$ cat src/rtl/store_multiple_seq.sv
// Store-multiple sequencer: snapshots a register mask and values, then streams
// the selected registers in ascending index order to consecutive addresses.
module store_multiple_seq (
  input  logic        clk,
  input  logic        rst,
  input  logic        start,
  input  logic [7:0]  mask,
  input  logic [15:0] base_addr,
  input  logic [15:0] in0,
  input  logic [15:0] in1,
  input  logic [15:0] in2,
  input  logic [15:0] in3,
  input  logic [15:0] in4,
  input  logic [15:0] in5,
  input  logic [15:0] in6,
  input  logic [15:0] in7,
  output logic [15:0] out_data,
  output logic [15:0] out_addr,
  output logic [2:0]  out_sel,
  output logic        out_valid,
  input  logic        out_ready,
  output logic        busy,
  output logic        done
);

  typedef enum logic [1:0] {
    IDLE,
    SEND,
    FIN
  } state_t;

  state_t      r_state;
  state_t      w_state_nxt;
  logic [7:0]  r_mask;
  logic [7:0]  w_mask_nxt;
  logic [15:0] r_addr;
  logic [15:0] w_addr_nxt;
  logic [15:0] r_snap [8];
  logic [15:0] w_in [8];
  logic        w_cap;
  logic        w_valid;
  logic [2:0]  w_sel;
  logic [7:0]  w_onehot;

  assign w_in[0] = in0;
  assign w_in[1] = in1;
  assign w_in[2] = in2;
  assign w_in[3] = in3;
  assign w_in[4] = in4;
  assign w_in[5] = in5;
  assign w_in[6] = in6;
  assign w_in[7] = in7;

  // Descending scan so the lowest set bit wins.
  always_comb begin
    w_sel = '0;
    for (int i = 7; i >= 0; i--) begin
      if (r_mask[i]) w_sel = 3'(i);
    end
  end

  assign w_onehot  = 8'b1 << w_sel;
  assign w_valid   = (r_state == SEND);
  assign out_valid = w_valid;
  assign out_sel   = w_valid ? w_sel : '0;
  assign out_data  = w_valid ? r_snap[w_sel] : '0;
  assign out_addr  = w_valid ? r_addr : '0;
  assign busy      = (r_state != IDLE);
  assign done      = (r_state == FIN);

  always_comb begin
    w_state_nxt = r_state;
    w_mask_nxt  = r_mask;
    w_addr_nxt  = r_addr;
    w_cap       = 1'b0;
    unique case (r_state)
      IDLE: begin
        if (start) begin
          w_cap       = 1'b1;
          w_mask_nxt  = mask;
          w_addr_nxt  = base_addr;
          w_state_nxt = (mask != 8'h00) ? SEND : FIN;
        end
      end
      SEND: begin
        if (out_ready) begin
          w_mask_nxt = r_mask & ~w_onehot;
          w_addr_nxt = r_addr + 16'd1;
          if ((r_mask & ~w_onehot) == 8'h00) w_state_nxt = FIN;
        end
      end
      FIN: begin
        w_state_nxt = IDLE;
      end
      default: begin
        w_state_nxt = IDLE;
      end
    endcase
  end

  always_ff @(posedge clk or posedge rst) begin
    if (rst) begin
      r_state <= IDLE;
      r_mask  <= '0;
      r_addr  <= '0;
    end else begin
      r_state <= w_state_nxt;
      r_mask  <= w_mask_nxt;
      r_addr  <= w_addr_nxt;
    end
  end

  always_ff @(posedge clk or posedge rst) begin
    if (rst) begin
      for (int i = 0; i < 8; i++) r_snap[i] <= '0;
    end else if (w_cap) begin
      for (int i = 0; i < 8; i++) r_snap[i] <= w_in[i];
    end
  end

endmodule

$ cat config.mk
export PLATFORM = sky130hd
export DESIGN_NAME = store_multiple_seq
export DESIGN_NICKNAME = d
export VERILOG_FILES = /design/src/rtl/store_multiple_seq.sv
export SDC_FILE = /design/constraint.sdc
export NUM_CORES = 1
export LEC_CHECK = 0
export CORE_ASPECT_RATIO = 2
export CORE_MARGIN = 3
export CORE_UTILIZATION = 45
export CTS_BUF_LIST = sky130_fd_sc_hd__clkbuf_16
export DETAILED_ROUTE_END_ITERATION = 12
export GPL_TIMING_DRIVEN = 0
export HOLD_SLACK_MARGIN = 0.06
export PLACE_DENSITY = 0.77
export SKIP_LAST_GASP = 1
export SYNTH_ARGS = -nofsm -noshare
export SYNTH_HDL_FRONTEND = slang
export SYNTH_SLANG_ARGS = --single-unit
export TNS_END_PERCENT = 10
$ cat constraint.sdc
create_clock -name clk -period 4.95 [get_ports clk]
set_input_delay 0.7425 -clock clk [delete_from_list [all_inputs] [get_ports clk]]
set_output_delay 0.7425 -clock clk [all_outputs]
set_load 0.005 [all_outputs]
==> reports/metrics.yaml, run 1 <==
grt_max_degree: 100
pin_count: 194
die_h_microns: 192
ys_warn_count: 0
worst_setup_path_start_kind: "flop"
cp.arrival_ns: 3.38
cts_tree: "done"
power_leakage_nw: 4.90
die_x_microns: 99.1
synth_edf_count: 0
clk_pin_slew_ns: 0.07
yosysSeqAreaShare_pct: 49.4
fin_tns_setup_ns: 0
slowest_stage: "clkbuf_1"
grt.overflow.total: 0
grt_pass1_wl_microns: 42900
syn_area_sq_um: 7810
wirelength_microns: 28200
yosysUniqueCellTypes: 56
cp_top_family: "buffers and inverters"
ys_seq_elements: 154
relSlewSlack_pct: 46.5
critPathMaxStageDelay_ns: 0.61
portBuffers: 193
path_buf_inv: 3
grt_pass1_vias: 8093
crit_path_cell_trace: "buf_2 -> nor3_1 -> o21ai_1 -> clkbuf_1 -> o221a_2 -> a22oi_1 -> o211ai_1 -> clkdlybuf4s50_1"
gp_congestion: 0.965
finalHoldViolCount: 0
slew_violations: 0
clkSinkCount: 154
grt_use_total_pct: 29.8
cts-htree-levels: 4
ys_async_sr_fraction_pct: 100
num_antenna_cells: 0
cts_setup_buffers: 0
maxCapViolCount: 0
fin_hold_ws_ns: 0.467
fin_worst_skew_ns: 0.00782
status: "completed"
period_minus_slack_ns: 4.12
syn_inst: 925
drt_iter0_drc: 544
nets: 1296
avgViaCountPerCell: 5.79
required_ns: 4.21
wl_per_cell_microns: 20.7
clkLatencyLatePin_ns: 0.44
floorplan.rows: 67
fin_ws_ns: 0.832
dieArea_sq_um: 19100
coreArea_sq_um: 16800
finalSetupViolCount: 0
dr.pass1.iters: 6
dr_total_vias: 7868
hpwlAfterDp_microns: 21200
synthToLayoutAreaGrowth_pct: 36.7
cp_max_fo: 10
period_share_pct: 83.2
drcViolationCount: 0
synth.avg_cell_area_sq_um: 8.44
peakVddDrop_v: 0.000422
cts_resized: 0
crit_path_end_kind: "primary output"
power.density_nw_per_um2: 797
rsz0062_at_grt: "no"
antenna_found_initial: 0
drive_above_1_share_pct: 9.11
cts_root_buf: "clkbuf_16"
hold_class: "reg -> reg"
cts-hold-fix-buffers: 0
synth-main-ff-cell: "dfrtp_1"
crit_type: "reg -> out"
clock.fmax_ghz: 0.243
antenna_left: 0
cts_buffers: 17
tightest_slew_ns: 0.795
clockBufferDepth: 2
start_util_pct: 46.3
dp_slack_ns: 1.36
syn-num-nets: 1082
==> cells by family (layout without fill, tap and decap cells) <==
family | count (synthesis) | after routing | synth area share (%)
muxes | 1 | 1 | 0.128
AOI/OAI and AO/OA | 139 | 139 | 14.6
buffers and inverters | 82 | 309 | 4.84
and+or+nand+nor | 547 | 547 | 30.8
adders and majority gates | 2 | 2 | 0.288
DFF | 154 | 154 | 49.4
==> worst min-delay path, cell delays in order (launching register included) <==
cell,delay [ns]
dfrtp_1,0.34
nand2_1,0.05
nand2_1,0.05
==> cells in the mapped netlist (all sizes together), types with 3 or more instances <==
cell type | n | area, sq um
dfrtp | 154 | 3850
and3 | 5 | 31.3
a221o | 3 | 30.0
or2 | 3 | 18.8
o21ai | 30 | 150
clkbuf | 40 | 150
inv | 13 | 48.8
a22o | 3 | 26.3
and2 | 12 | 75.1
o221ai | 3 | 32.5
nor4 | 5 | 46.3
nor3 | 7 | 35.0
a31oi | 3 | 18.8
o2bb2ai | 4 | 35.0
a21oi | 14 | 81.3
buf | 29 | 179
nor4b | 4 | 35.0
o221a | 31 | 375
o211ai | 16 | 120
nor2 | 26 | 97.6
a22oi | 15 | 123
nand2 | 403 | 1510
nand2b | 4 | 25.0
nand3 | 41 | 205
nand4b | 30 | 263
o22ai | 4 | 25.0
==> area by class of cell <==
cell class | count | area (sq um)
fill | 1431 | 6180
sequential | 154 | 3850
multi-input combinational | 689 | 3570
timing repair buffer | 195 | 1990
clock buffer | 17 | 425
buffer | 69 | 329
tap | 207 | 259
clock inverter | 15 | 190
inverter | 13 | 53.8
==> where the power goes <==
group | total [mW] | internal (mW) | switching (mW)
Combinational | 4.87 | 2.12 | 2.75
Clock | 1.38 | 0.805 | 0.570
Sequential | 2.26 | 1.87 | 0.394
Total | 8.51 | 4.79 | 3.72
==> through the flow <==
step	util, %	instances	power, mW	instance area (sq um)
floorplan	-	925	4.97	7810
global placement	59.3	1325	6.92	10000
detailed placement	59.7	1327	7.02	10100
CTS	63.3	1359	8.44	10700
global route	63.3	1359	9.00	10700
finish	63.3	1359	8.51	10700
==> flip-flops by register name, summed over array words and instances, names as in the netlist <==
| name | flops |
|---|---|
| r_snap | 128 |
| r_state | 2 |
| r_addr | 16 |
| r_mask | 8 |
==> worst paths after layout <==
| check | startpoint | to | slack, ns | depth (start not counted) |
|---|---|---|---|---|
| min reg2reg | r_snap[28] | r_snap[28] | 0.47 | 2 |
| max | r_mask[0] | out_data[7] | 0.83 | 8 |
| min in group asynchronous | rst | r_snap[50] | 0.80 | 3 |
| max reg2reg | r_state[1] | r_snap[55] | 2.24 | 7 |
| min | r_snap[28] | r_snap[28] | 0.47 | 2 |
| max in group asynchronous | rst | r_snap[33] | 3.45 | 4 |
==> cells in the final DEF, fill, tap and decap left out, drive strengths merged, types with 12 or more instances in the layout <==
master           n
dfrtp          154
nand2          403
o221a           31
a21oi           14
o211ai          16
a22oi           15
nand3           41
clkbuf          57
nand4b          30
clkdlybuf4s50  193
and2            12
nor2            26
inv             18
o21ai           30
buf             31
==> layer usage <==
| layer | vias to the layer above | wire length [microns] | track usage [%] |
|---|---|---|---|
| li1 | 3580 | - | - |
| met1 | 3711 | 9420 | 30.8 |
| met2 | 438 | 14400 | 52.2 |
| met3 | 139 | 1720 | 4.59 |
| met4 | 0 | 2630 | 24.9 |
| met5 | - | 0 | 0 |
Power figures use the tool's default switching activity.
==> run 2, diff against run 1 <==
==> constraint.sdc (replaced) <==
create_clock -name clk -period 3.34 [get_ports clk]
set_input_delay 0.501 -clock clk [delete_from_list [all_inputs] [get_ports clk]]
set_output_delay 0.501 -clock clk [all_outputs]
set_load 0.005 [all_outputs]
==> run 2 against run 1 <==
The flow now finishes with violations (setup timing). Combinational power increased by 51%. Clock skew increased by 0.0015 ns. Sequential power increased by 49%. Design area increased by 0.39%. Sequential cell count unchanged. Worst setup slack got worse by 1.0 ns. Cell count about the same. Core utilization increased by 0.25 points. Largest cell class unchanged.
==> reports/metrics.yaml, run 2 (synthesis results as in run 1) <==
grt_util_met2_pct: 50.6
die_h_microns: 192
grt_util_met1_pct: 31.0
dp.cells: 1328
tightest_slew_ns: 0.787
fin_worst_skew_ns: 0.00937
dr_total_vias: 7864
finalSetupViolCount: 13
cts_tree: "done"
largest_register: "r_snap"
violations: "setup timing"
finalHoldViolCount: 0
peakVddDrop_v: 0.000661
grt.busiest_layer: "met2"
dpl_cell_area_sq_um: 10100
regArea_sq_um: 3850
coreArea_sq_um: 16800
ff2ff_path_depth: 8
gp_congestion: 0.976
p_switching_mw: 5.50
fin_hold_ws_ns: 0.469
grt_pass1_vias: 8075
power.share.sequential_pct: 26.5
period_share_pct: 105
crit_type: "reg -> out"
drt_iter0_drc: 608
cts-htree-levels: 4
r2r_slack_ns: 0.71
clock_power_share_pct: 15.4
relSlewSlack_pct: 47.4
layout_common_cells: "403 x nand2_1, 191 x clkdlybuf4s50_1, 153 x dfrtp_1"
worstReg2RegEnd: "r_snap[53]"
power.density_nw_per_um2: 1180
final_cell_area_sq_um: 10700
avgViaCountPerCell: 5.78
worst_setup_path_start_kind: "flop"
multi_input_area_sq_um: 3590
cts-hold-fix-buffers: 0
pin_count: 194
top_regs: "r_snap x128, r_addr x16, r_mask x8"
final_common_cell: "nand2_1"
hold-path-endpoint: "r_snap[90]"
fin_tns_setup_ns: -0.889
total_power_mw: 12.7
clk_pin_slew_ns: 0.06
synthToLayoutAreaGrowth_pct: 37.2
clock.fmax_ghz: 0.285
clkSinkCount: 154
min_delay_path_depth: 2
cts_buffers: 17
maxCapViolCount: 0
clockBufferDepth: 2
grt_use_total_pct: 29.6
cts_root_buf: "clkbuf_16"
intPower_mw: 7.16
crit_path_end_kind: "primary output"
drcViolationCount: 0
floorplan.rows: 67
wl_per_cell_microns: 20.8
power_leakage_nw: 4.95
hold_class: "reg -> reg"
start_util_pct: 46.3
hp-start: "r_snap[90]"
grt_max_degree: 45
globalRouteMet3Util_pct: 5.17
slew_violations: 0
combPwrFrac_pct: 58.1
antenna_found_initial: 1
hpwlAfterDp_microns: 21200
r2r-start: "r_state[0]"
wirelength_microns: 28300
period_minus_slack_ns: 3.51
final_util_pct: 63.6
dr.pass1.iters: 5
die_x_microns: 99.1
rsz0062_at_grt: "yes"
clkLatencyLatePin_ns: 0.43
largest_reg_flops: 128
dp_slack_ns: -0.0188
dieArea_sq_um: 19100
grt.overflow.total: 0
portBuffers: 193
nets: 1298
swShare_pct: 43.5
instances_no_fill: 1360
status: "finished with violations"
cp_max_fo: 10
cp.arrival_ns: 3.01
fin_ws_ns: -0.167
drive_above_1_share_pct: 10.7
required_ns: 2.84
antenna_left: 0
grt_pass1_wl_microns: 42800
fill_cells: 1421
## run 2: worst max-delay path: stages, from the launching register on
cell	delay, ns
dfrtp_1	0.42
nand2b_1	0.34
inv_2	0.14
and3_1	0.18
buf_6	0.15
buf_12	0.14
o221a_2	0.26
a22oi_1	0.10
o211ai_1	0.29
clkdlybuf4s50_1	0.56
## run 2: power groups by stage
stage,clock [mW],sequential [mW],combinational (mW)
after floorplan,0,3.17,4.20
after global placement,0,3.32,6.93
after detailed placement,0,3.34,7.05
after CTS,1.94,3.32,7.23
after global routing,2.02,3.43,7.88
final,1.95,3.36,7.35
## run 2: layer usage
layer / vias to the layer above / routed length [microns] / share of wire (%)
met5: - / 0 / 0
met4: 0 / 2400 / 8.5
met3: 125 / 1820 / 6.4
met2: 461 / 14600 / 51
met1: 3702 / 9570 / 34
li1: 3576 / - / -
## run 2: area by class of cell
type	instances	area share [%]
well taps	207	2.42
clock buffers	17	3.97
plain buffers	67	3.35
clock inverters	13	1.45
repair buffers	199	18.8
flip-flops and latches	154	36.0
diodes	1	0.0234
inverters	13	0.490
multi-input cells	689	33.5
## run 2: repair_timing
item | in CTS | in global routing
buffers inserted | 3 | 0
pin swaps | 3 | 3
gates resized for setup | 19 | 12
endpoints found under the setup margin | 17 | 17
## run 2: worst max-delay path by stage
stage | startpoint | end | depth (start not counted)
floorplan | rst | r_addr[0] | 1
global placement | rst | r_snap[8] | 2
detailed placement | r_mask[0] | out_data[7] | 8
CTS | r_mask[0] | out_data[1] | 7
global route | r_mask[4] | out_data[5] | 8
finish | r_state[1] | out_data[5] | 9
==> RTL edit, RTL diff (flow settings as in run 1) <==
Make the reset (`rst`) synchronous in 2 clocked blocks.
--- a/src/rtl/store_multiple_seq.sv
+++ b/src/rtl/store_multiple_seq.sv
@@ -100,3 +100,3 @@
 
-  always_ff @(posedge clk or posedge rst) begin
+  always_ff @(posedge clk) begin
     if (rst) begin
@@ -112,3 +112,3 @@
 
-  always_ff @(posedge clk or posedge rst) begin
+  always_ff @(posedge clk) begin
     if (rst) begin
Function: differs if rst is asserted again (counterexample within 4 cycles, from zero or initial values and one cycle with rst high); with rst held inactive, the same outputs for 4 cycles.
==> RTL edit against run 1 <==
Final area decreased by 4.7%. Critical path type unchanged. Sequential cell count did not move. First-iteration DRC count down 11%. Maximum frequency grew 2.4%. Synthesized area shrank 5.9%. Non-clock buffer count is 24 lower. Setup slack improved by 0.097 ns. Sequential share of layout area up 6.8 points. Hold slack gained 0.042 ns. Core utilization up 0.77 points. Wire length fell by 22%. Count of clock-buffer cells in the layout unchanged.
Power is not compared: it rests on default switching activity, and its combinational part moved more than twofold at a synthesized area within 25%.
==> RTL edit: results (changes against run 1) <==
- Ratio of cells with drive above 1 in the final layout: 0.0717 (-0.0194)
- Top cells by area, synth: edfxtp_1 (52%), and2_1 (9.5%), dfxtp_1 (7.1%), nor2_1 (3.5%), o21ai_0 (3.1%)
- Pre-antenna DRT Iters: 5 (-1)
- Slew margin rel.: 0.332 (-0.133)
- Routed WL per cell: 20.0 um (-3.6%)
- Reg-to-Reg Start: r_state[0]
- Nets: 1,037 (-20%)
- Port bufs: 192 (-0.52%)
- HPWL Detailed: 16,300 um (-23%)
- Worst-Skew Late Latency: 0.42 ns (-0.02 ns)
- GRT Resource Usage Total: 0.249 (-0.0499)
- Number of global-route vias before repair: 6,287 (-22%)
- Hold Path Sink: r_addr[14]
- Mapped Cells: 668 (-28%)
- Synth cell count leaders: edfxtp_1 (128), and2_1 (112), nor2_1 (69)
- WL final: 21,800 um (-22%)
- Vias: 6,060 (-23%)
- Run status: finished, final reports clean
- Post-synth EDFFs: 128 (+128)
- Async SR Flop Fraction: 0 (-1.00)
- Worst slack, placed: 1.40 ns (+0.0401 ns)
- Fin Clk Skew: 0.00811 ns (+0.000292 ns)
- First-pass GRT wire length: 33,200 um (-23%)
- FF-to-FF End: r_snap[1][8]
- WP data arrival: 3.28 ns (-0.10 ns)
RTL edit: cell type report:
| type | count | area [sq um] |
|---|---|---|
| fill | 1252 | 5690 |
| antenna | 1 | 2.50 |
| clock buffer | 17 | 425 |
| multi-input combinational | 458 | 2730 |
| buffer | 47 | 226 |
| timing repair buffer | 193 | 1950 |
| sequential | 154 | 4360 |
| tap | 201 | 251 |
| clock inverter | 14 | 185 |
| inverter | 9 | 33.8 |
RTL edit: worst max-delay path by stage:
stage                          start            to  slack, ns  cells after the start
after floorplan                  rst  r_snap[0][0]       0.11                      3
after global placement     out_ready  r_snap[3][2]      -1.46                      5
after detailed placement   out_ready  r_snap[1][8]       1.40                      8
after CTS                 r_state[0]   out_data[0]       0.95                      9
after global routing       r_mask[3]   out_data[4]       0.83                      8
final                     r_state[0]   out_data[0]       0.93                      9
RTL edit: per-layer routing:
| layer | share of wire | global-route usage | wire, um |
|---|---|---|---|
| met1 | 0.34 | 0.270 | 7430 |
| met2 | 0.56 | 0.455 | 12300 |
| met3 | 0.055 | 0.0359 | 1210 |
| met4 | 0.040 | 0.117 | 864 |
| met5 | 0 | 0 | 0 |
RTL edit: logic make-up (layout without fill, tap and decap cells):
family,count (synthesis),after routing,share of synthesized area
AOI/OAI and AO/OA,155,155,0.137
xor gates and xnor gates,3,3,0.00358
adders and majority gates,2,2,0.00307
buffers and inverters,56,280,0.0354
DFF,154,154,0.594
muxes,6,6,0.00852
other,0,1,0
and+or+nand+nor,292,292,0.219
RTL edit: worst reg2reg max path, stage by stage, from the launching register on:
cell and delay, ns:
dfxtp_1 0.29, buf_2 0.15, mux2i_1 0.15, nor2_2 0.41
nand2_1 0.25, nor2_1 0.50, clkbuf_2 0.32, clkbuf_1 0.39
and2_1 0.20
RTL edit: metrics by stage:
stage | hold slack [ns] | utilization
6_report | 0.509 | 0.641
4_1_cts | 0.507 | 0.641
2_1_floorplan | 0.474 | -
5_1_grt | 0.556 | 0.641
3_3_place_gp | 0.496 | 0.600
3_5_place_dp | 0.497 | 0.602
RTL edit: power groups by stage:
stage | logic, W | registers [W] | clock network, W
6_report | 0.000936 | 0.00168 | 0.00136
5_1_grt | 0.00101 | 0.00170 | 0.00142
4_1_cts | 0.000936 | 0.00168 | 0.00136
3_5_place_dp | 0.000929 | 0.00170 | 0
3_3_place_gp | 0.000909 | 0.00172 | 0
2_1_floorplan | 0.000505 | 0.00169 | 0
